`src/rtl/ffstdp_sweep_ctrl_pkg.sv`:
```
// Shared types and defaults for the FF-STDP sweep controller and the update stage.
// Holds the sweep FSM encoding, array geometry defaults and synapse address packing.
package ffstdp_sweep_ctrl_pkg;

    localparam int DEF_N_PRE    = 256;
    localparam int DEF_N_POST   = 16;
    localparam int DEF_PRE_AW   = 8;
    localparam int DEF_POST_AW  = 4;
    localparam int DEF_PIPE_LAT = 2;
    localparam int DEF_SYN_AW   = DEF_PRE_AW + DEF_POST_AW;

    typedef enum logic [1:0] {
        ST_IDLE  = 2'd0,
        ST_SWEEP = 2'd1,
        ST_DRAIN = 2'd2
    } sweep_state_t;

    typedef logic [DEF_SYN_AW-1:0] syn_addr_t;

    // Synapse SRAM address: pre row in the upper field, post column in the lower.
    function automatic syn_addr_t syn_addr(input logic [DEF_PRE_AW-1:0]  pre_idx,
                                           input logic [DEF_POST_AW-1:0] post_idx);
        return {pre_idx, post_idx};
    endfunction

endpackage

```
`src/rtl/ffstdp_addr_delay.sv`:
```
// Fixed-depth valid+address delay line; DEPTH cycles in to out, first tap after one cycle.
// Not stallable: no backpressure, every entry retires exactly DEPTH cycles after entry.
module ffstdp_addr_delay #(
    parameter int DEPTH = 2,
    parameter int AW    = 12
) (
    input  logic          CLK,
    input  logic          RST,
    input  logic          in_vld,
    input  logic [AW-1:0] in_addr,
    output logic          tap0_vld,
    output logic          out_vld,
    output logic [AW-1:0] out_addr
);

    logic [DEPTH-1:0] vld_q;
    logic [AW-1:0]    addr_q [DEPTH];

    always_ff @(posedge CLK or posedge RST) begin
        if (RST) begin
            vld_q <= '0;
            for (int i = 0; i < DEPTH; i++) begin
                addr_q[i] <= '0;
            end
        end else begin
            vld_q[0]  <= in_vld;
            addr_q[0] <= in_addr;
            for (int i = 1; i < DEPTH; i++) begin
                vld_q[i]  <= vld_q[i-1];
                addr_q[i] <= addr_q[i-1];
            end
        end
    end

    assign tap0_vld = vld_q[0];
    assign out_vld  = vld_q[DEPTH-1];
    assign out_addr = addr_q[DEPTH-1];

endmodule

```
`src/rtl/ffstdp_sweep_ctrl.sv`:
```
// Walks every (pre, post) synapse once per training START: one read per cycle,
// write-back PIPE_LAT cycles later, DONE after the last write; no backpressure, START ignored while busy.
module ffstdp_sweep_ctrl
    import ffstdp_sweep_ctrl_pkg::*;
#(
    parameter int N_PRE    = DEF_N_PRE,
    parameter int N_POST   = DEF_N_POST,
    parameter int PRE_AW   = DEF_PRE_AW,
    parameter int POST_AW  = DEF_POST_AW,
    parameter int PIPE_LAT = DEF_PIPE_LAT
) (
    input  logic                      CLK,
    input  logic                      RST,
    input  logic                      START,
    input  logic                      IS_TRAIN,
    output logic                      BUSY,
    output logic                      DONE,
    output logic                      SYN_RE,
    output logic [PRE_AW+POST_AW-1:0] SYN_RADDR,
    output logic                      CNT_RE,
    output logic [PRE_AW-1:0]         PRE_CNT_ADDR,
    output logic [POST_AW-1:0]        POST_CNT_ADDR,
    output logic                      CTRL_TREF_EVENT,
    output logic                      SYN_WE,
    output logic [PRE_AW+POST_AW-1:0] SYN_WADDR
);

    localparam int SAW = PRE_AW + POST_AW;
    localparam int DCW = (PIPE_LAT > 1) ? $clog2(PIPE_LAT) : 1;

    sweep_state_t       state_q, state_d;
    logic [PRE_AW-1:0]  pre_q, pre_d;
    logic [POST_AW-1:0] post_q, post_d;
    logic [DCW-1:0]     drain_q, drain_d;
    logic               done_q, done_d;
    logic               issue;
    logic               last_pre, last_post;
    logic [SAW-1:0]     raddr;

    // Wrap on compare so non-power-of-2 geometries never visit unused indices.
    assign last_pre  = (pre_q == PRE_AW'(N_PRE - 1));
    assign last_post = (post_q == POST_AW'(N_POST - 1));

    always_ff @(posedge CLK or posedge RST) begin
        if (RST) begin
            state_q <= ST_IDLE;
            pre_q   <= '0;
            post_q  <= '0;
            drain_q <= '0;
            done_q  <= 1'b0;
        end else begin
            state_q <= state_d;
            pre_q   <= pre_d;
            post_q  <= post_d;
            drain_q <= drain_d;
            done_q  <= done_d;
        end
    end

    always_comb begin
        state_d = state_q;
        pre_d   = pre_q;
        post_d  = post_q;
        drain_d = drain_q;
        done_d  = 1'b0;
        issue   = 1'b0;
        case (state_q)
            ST_IDLE: begin
                if (START && IS_TRAIN) begin
                    state_d = ST_SWEEP;
                    pre_d   = '0;
                    post_d  = '0;
                end
            end
            ST_SWEEP: begin
                issue = 1'b1;
                if (last_post) begin
                    post_d = '0;
                    if (last_pre) begin
                        pre_d   = '0;
                        drain_d = '0;
                        state_d = ST_DRAIN;
                    end else begin
                        pre_d = pre_q + PRE_AW'(1);
                    end
                end else begin
                    post_d = post_q + POST_AW'(1);
                end
            end
            ST_DRAIN: begin
                // Hold until the last issued address has left the delay line.
                if (drain_q == DCW'(PIPE_LAT - 1)) begin
                    state_d = ST_IDLE;
                    done_d  = 1'b1;
                end else begin
                    drain_d = drain_q + DCW'(1);
                end
            end
            default: begin
                state_d = ST_IDLE;
            end
        endcase
    end

    assign raddr         = issue ? {pre_q, post_q} : '0;
    assign SYN_RE        = issue;
    assign CNT_RE        = issue;
    assign SYN_RADDR     = raddr;
    assign PRE_CNT_ADDR  = issue ? pre_q : '0;
    assign POST_CNT_ADDR = issue ? post_q : '0;
    assign BUSY          = (state_q != ST_IDLE);
    assign DONE          = done_q;

    ffstdp_addr_delay #(
        .DEPTH (PIPE_LAT),
        .AW    (SAW)
    ) u_wb_delay (
        .CLK      (CLK),
        .RST      (RST),
        .in_vld   (issue),
        .in_addr  (raddr),
        .tap0_vld (CTRL_TREF_EVENT),
        .out_vld  (SYN_WE),
        .out_addr (SYN_WADDR)
    );

endmodule

```
`config.mk`:
```
export PLATFORM = sky130hd
export DESIGN_NAME = ffstdp_sweep_ctrl
export DESIGN_NICKNAME = d
export VERILOG_FILES = /design/src/rtl/ffstdp_sweep_ctrl_pkg.sv /design/src/rtl/ffstdp_addr_delay.sv /design/src/rtl/ffstdp_sweep_ctrl.sv
export SDC_FILE = /design/constraint.sdc
export NUM_CORES = 1
export LEC_CHECK = 0
export ABC_AREA = 1
export CELL_PAD_IN_SITES_DETAIL_PLACEMENT = 0
export CELL_PAD_IN_SITES_GLOBAL_PLACEMENT = 1
export CORE_MARGIN = 4
export CORE_UTILIZATION = 39
export CTS_CLUSTER_SIZE = 8
export DETAILED_ROUTE_END_ITERATION = 16
export PLACE_DENSITY_LB_ADDON = 0.1
export SETUP_SLACK_MARGIN = 0.5
export SLEW_MARGIN = 10
export SYNTH_ARGS = -nofsm -noshare
export SYNTH_HDL_FRONTEND = slang
export SYNTH_SLANG_ARGS = --single-unit
```
`constraint.sdc`:
```
create_clock -name CLK -period 3.9 [get_ports CLK]
set_input_delay 0.39 -clock CLK [delete_from_list [all_inputs] [get_ports CLK]]
set_output_delay 0.39 -clock CLK [all_outputs]
set_load 0.01 [all_outputs]
```
* Yosys cells after proc, flatten, opt, wreduce, memory -nomap -nowiden
Index checks and enable logic that the tools add are counted.
Cells by class: add/sub/neg operators 3, eq/ne operators 8, mux-type cells 22, reductions and logical operators 9
Operators with widths (count):
- two-way mux 8 bit | 4
- case mux 8 bit (2 select lines) | 1
- two-way mux 12 bit | 1
- two-way mux 4 bit | 3
- adder 8 x 1 -> 8 bit (second input constant) | 1
- equality test 8 bit (second input constant) | 1
- two-way mux 2 bit | 4
- != test 2 bit (second input constant) | 4
- case mux 4 bit (2 select lines) | 1
- two-way mux 1 bit | 6
- case mux 2 bit (3 select lines) | 1
- AND reduction 3 bit | 2
- nonzero test 2 bit | 3
- adder 4 x 1 -> 4 bit (second input constant) | 1
- equality test 4 bit (second input constant) | 1
- AND reduction 4 bit | 1
- equality test 2 x 1 -> 1 bit (second input constant) | 1
- equality test 2 bit (second input constant) | 1
- logical NOT 2 bit | 1
- case mux 1 bit (2 select lines) | 1
- AND reduction 2 bit | 1
- adder 1 bit (second input constant) | 1
- logical AND 1 bit | 1
Storage, ports and cells: register bits 42, input bits 4, word-level logic and storage cells 50

* Longest topological paths before layout
word-level depth 4, mapped depth 8

* By module
A second synthesis with hierarchy kept.
Second synthesis, totals: cells, all modules 184, area total of the unflattened synthesis 1806.7 um^2
By module, submodules not included:
- ffstdp_sweep_ctrl | times used 1, cells an instance 145, area an instance 1062.3 um^2
- ffstdp_addr_delay | times used 1, cells an instance 39, area an instance 744.5 um^2

* Worst setup path after synthesis
Ideal clock, no wire load.
kind register to output, start reg state_q[1], end out SYN_RADDR[8], data arrival time 1.201 ns, data required time 3.510 ns, path slack 2.309 ns, cell stages (with the launch flop) 6, cells stage by stage dfrtp_1 inv_2 nand2_4 buf_2 nor2_1 buf_4
On the way: word-level cells in the longest chain between the ends 3
RTL lines:
- start, declared | RTL line ffstdp_sweep_ctrl.sv:31 | sweep_state_t state_q, state_d;
- start signal, assigned | RTL line ffstdp_sweep_ctrl.sv:52 | state_q <= state_d;
- equality test 2 x 1 -> 1 bit | RTL line ffstdp_sweep_ctrl.sv:67 | case (state_q)
- two-way mux 1 bit | RTL line ffstdp_sweep_ctrl.sv:67
- two-way mux 12 bit | RTL line ffstdp_sweep_ctrl.sv:105 | assign raddr = issue ? {pre_q, post_q} : '0;
- end, declared | RTL line ffstdp_sweep_ctrl.sv:19 | output logic [PRE_AW+POST_AW-1:0] SYN_RADDR,
No other way between the ends.

* Worst setup path after layout
start reg state_q[1], end out SYN_RADDR[11]
Same word-level chain as after synthesis.

==> impl_metrics.json <==
{
  "initial_core_util_pct": 41.2,
  "cts_setup_buffers": 0,
  "cts.sinks": 42,
  "max_freq_ghz": 0.446,
  "synth_edf_count": 0,
  "setup_viol": 0,
  "placedCellCount": 257,
  "yosys.cell_types.count": 27,
  "synth_area_um2": 1840,
  "cts_tree": "built",
  "clk_pin_slew_ps": 70,
  "final_nets": 218,
  "leakage_nw": 1.05,
  "die_width_um": 76.7,
  "syn_inst": 185,
  "post-route-util_pct": 51.0,
  "crit_path_end_kind": "output pin",
  "dp_hpwl_mm": 2.57,
  "gr-usage-all-layers_pct": 12.5,
  "firstDrtPassIters": 4,
  "p_sw_uw": 433,
  "clkPwrFrac_pct": 23.1,
  "holdCritPathClass": "flop to flop",
  "dieHeight_um": 76.7,
  "crit_required_ps": 3510,
  "synth_commonest_cells": "dfrtp_1, nand2_1, nor2_1",
  "vias_per_cell": 4.56,
  "vias": 1208,
  "clock-root-buffer": "clkbuf_8",
  "final-seq-area_um2": 1050,
  "wl_mm": 3.40,
  "grt_pass1_vias": 1222,
  "yosys-top-cells-area": "dfrtp_1, buf_4, nand2_1",
  "drive_gt1_share_pct": 11.3,
  "start_kind": "flop",
  "syn2layout_area_growth_pct": 23.9,
  "cts_resized": 0,
  "vdd_drop_max_uv": 262,
  "synth.largest_area_cell": "dfrtp_1",
  "power.internal_mw": 1.00,
  "power_mw": 1.44,
  "n_antenna_cell": 0,
  "p_per_area_nw_per_um2": 629,
  "synthFlopType": "dfrtp_1",
  "whs_ps": 351,
  "cts-hold-fix-buffers": 0,
  "multi_input_area_um2": 510,
  "fill_cells": 411,
  "maxSlewViolCount": 0,
  "antenna_left": 0,
  "clock_path_buffers": 2,
  "ioPinCount": 46,
  "die_area_um2": 5890,
  "wire_per_inst_um": 12.8,
  "grt_overflow": 0,
  "power_frac_seq_pct": 41.8,
  "syn_avg_cell_area_um2": 9.96,
  "first_iter_violations": 80,
  "synth_warnings": 0,
  "globalplace.congestion": 0.758,
  "port_buffers": 45,
  "ys_ff_latch": 42,
  "antenna_found_initial": 0,
  "slew_headroom_pct": 58.4,
  "rows": 24,
  "path_class": "flop to output pin",
  "grt_max_degree": 32,
  "worst_slew_pin_slew_ps": 624,
  "p_comb_share_pct": 35.1,
  "synth.top_cell.area_share_pct": 57.1,
  "arrival_ps": 1850,
  "synth-async-reset-ratio_pct": 100,
  "finalHoldViolations": 0,
  "core_um2": 4470,
  "clk_latency_ps": 290,
  "fin_cells": 265,
  "fin_worst_skew_ps": 6.01,
  "post-route-drc-count": 0,
  "rsz0062_at_grt": "false",
  "yosysSeqAreaShare_pct": 57.1,
  "p_sw_share_pct": 30.2,
  "cts_made_buffers": 5,
  "period_share_pct": 57.5,
  "synth_nets": 191,
  "yosysMostFrequentCell": "dfrtp_1",
  "cap_violations": 0,
  "tns_ps": 0,
  "status": "finished, final reports clean",
  "grt_pass1_wl_mm": 5.87,
  "min_period_ps": 2240,
  "cp_max_fo": 14,
  "htreeDepth": 2
}
==> critical path, cell delays in order, from the launching register on <==
cell and delay [ps]:
dfrtp_1 460, inv_2 120, nand2_4 130, nor2_1 260
clkdlybuf4s50_1 590
==> cell families after synthesis <==
kind of cell               synth area share [%]
AOI/OAI and AO/OA                          4.28
DFF                                        57.1
xor gates and xnor gates                   1.43
buffers and inverters                      15.2
and+or+nand+nor                            20.7
adders and majority gates                  1.36
==> path summary, 6_finish.rpt <==
path                            cells past startpoint                  start                 endpoint  slack (ps)
worst max-delay path                                4             state_q[1]            SYN_RADDR[11]        1660
worst min-delay path                                0  u_wb_delay.addr_q[16]   u_wb_delay.out_addr[4]         350
min in group asynchronous                           2                    RST  u_wb_delay.out_addr[11]         500
worst max register to register                      7             state_q[1]                  drain_q        2500
max in group asynchronous                           3                    RST                post_q[2]        2790
worst min register to register                      0  u_wb_delay.addr_q[16]   u_wb_delay.out_addr[4]         350
==> power groups by stage <==
stage,Sequential (mW),Combinational [mW],Clock [mW]
CTS,0.601,0.513,0.345
floorplan,0.596,0.344,0
global route,0.614,0.549,0.366
global placement,0.606,0.502,0
finish,0.600,0.504,0.331
detailed placement,0.609,0.511,0
==> registers in the layout, summed over array words and instances, names as in the netlist <==
register / count
u_wb_delay.addr_q: 12
u_wb_delay.vld_q: 2
state_q: 2
post_q: 4
u_wb_delay.out_addr: 12
DONE: 1
drain_q: 1
pre_q: 8
==> per-layer routing <==
metal  wire length, um  GRT usage (%)  vias to the layer above
met5                 0              0                        -
met4                31           3.80                        0
met3               201           4.33                        4
met2              1550           19.3                       33
met1              1620           16.6                      568
li1                  -              -                      603
==> placed cells by master (no fill, tap or decap), types with 2 or more instances in the layout <==
| cell | instances |
|---|---|
| clkdlybuf4s50_1 | 45 |
| nand2_1 | 28 |
| inv_1 | 17 |
| o21ai_0 | 6 |
| nand3_1 | 12 |
| dfrtp_1 | 42 |
| nor2_1 | 27 |
| nand2_4 | 3 |
| clkbuf_8 | 5 |
| xor2_1 | 2 |
| inv_2 | 4 |
| ha_1 | 2 |
| o21ai_2 | 2 |
==> through the flow <==
stage	cell area (um^2)	setup slack (ps)
after detailed placement	2170	1970
after global placement	2170	2000
final	2280	1660
after global routing	2280	1530
after floorplan	1840	2310
after CTS	2280	1640
==> layout make-up <==
type                    instances  area share (%)
flip-flops and latches         42            46.1
inverters                      22            3.84
clock buffers                   6            3.18
well taps                      52            2.85
multi-input cells              95            22.4
repair buffers                 46            20.1
clock inverters                 2            1.64
(Power assumes the default switching activity.)
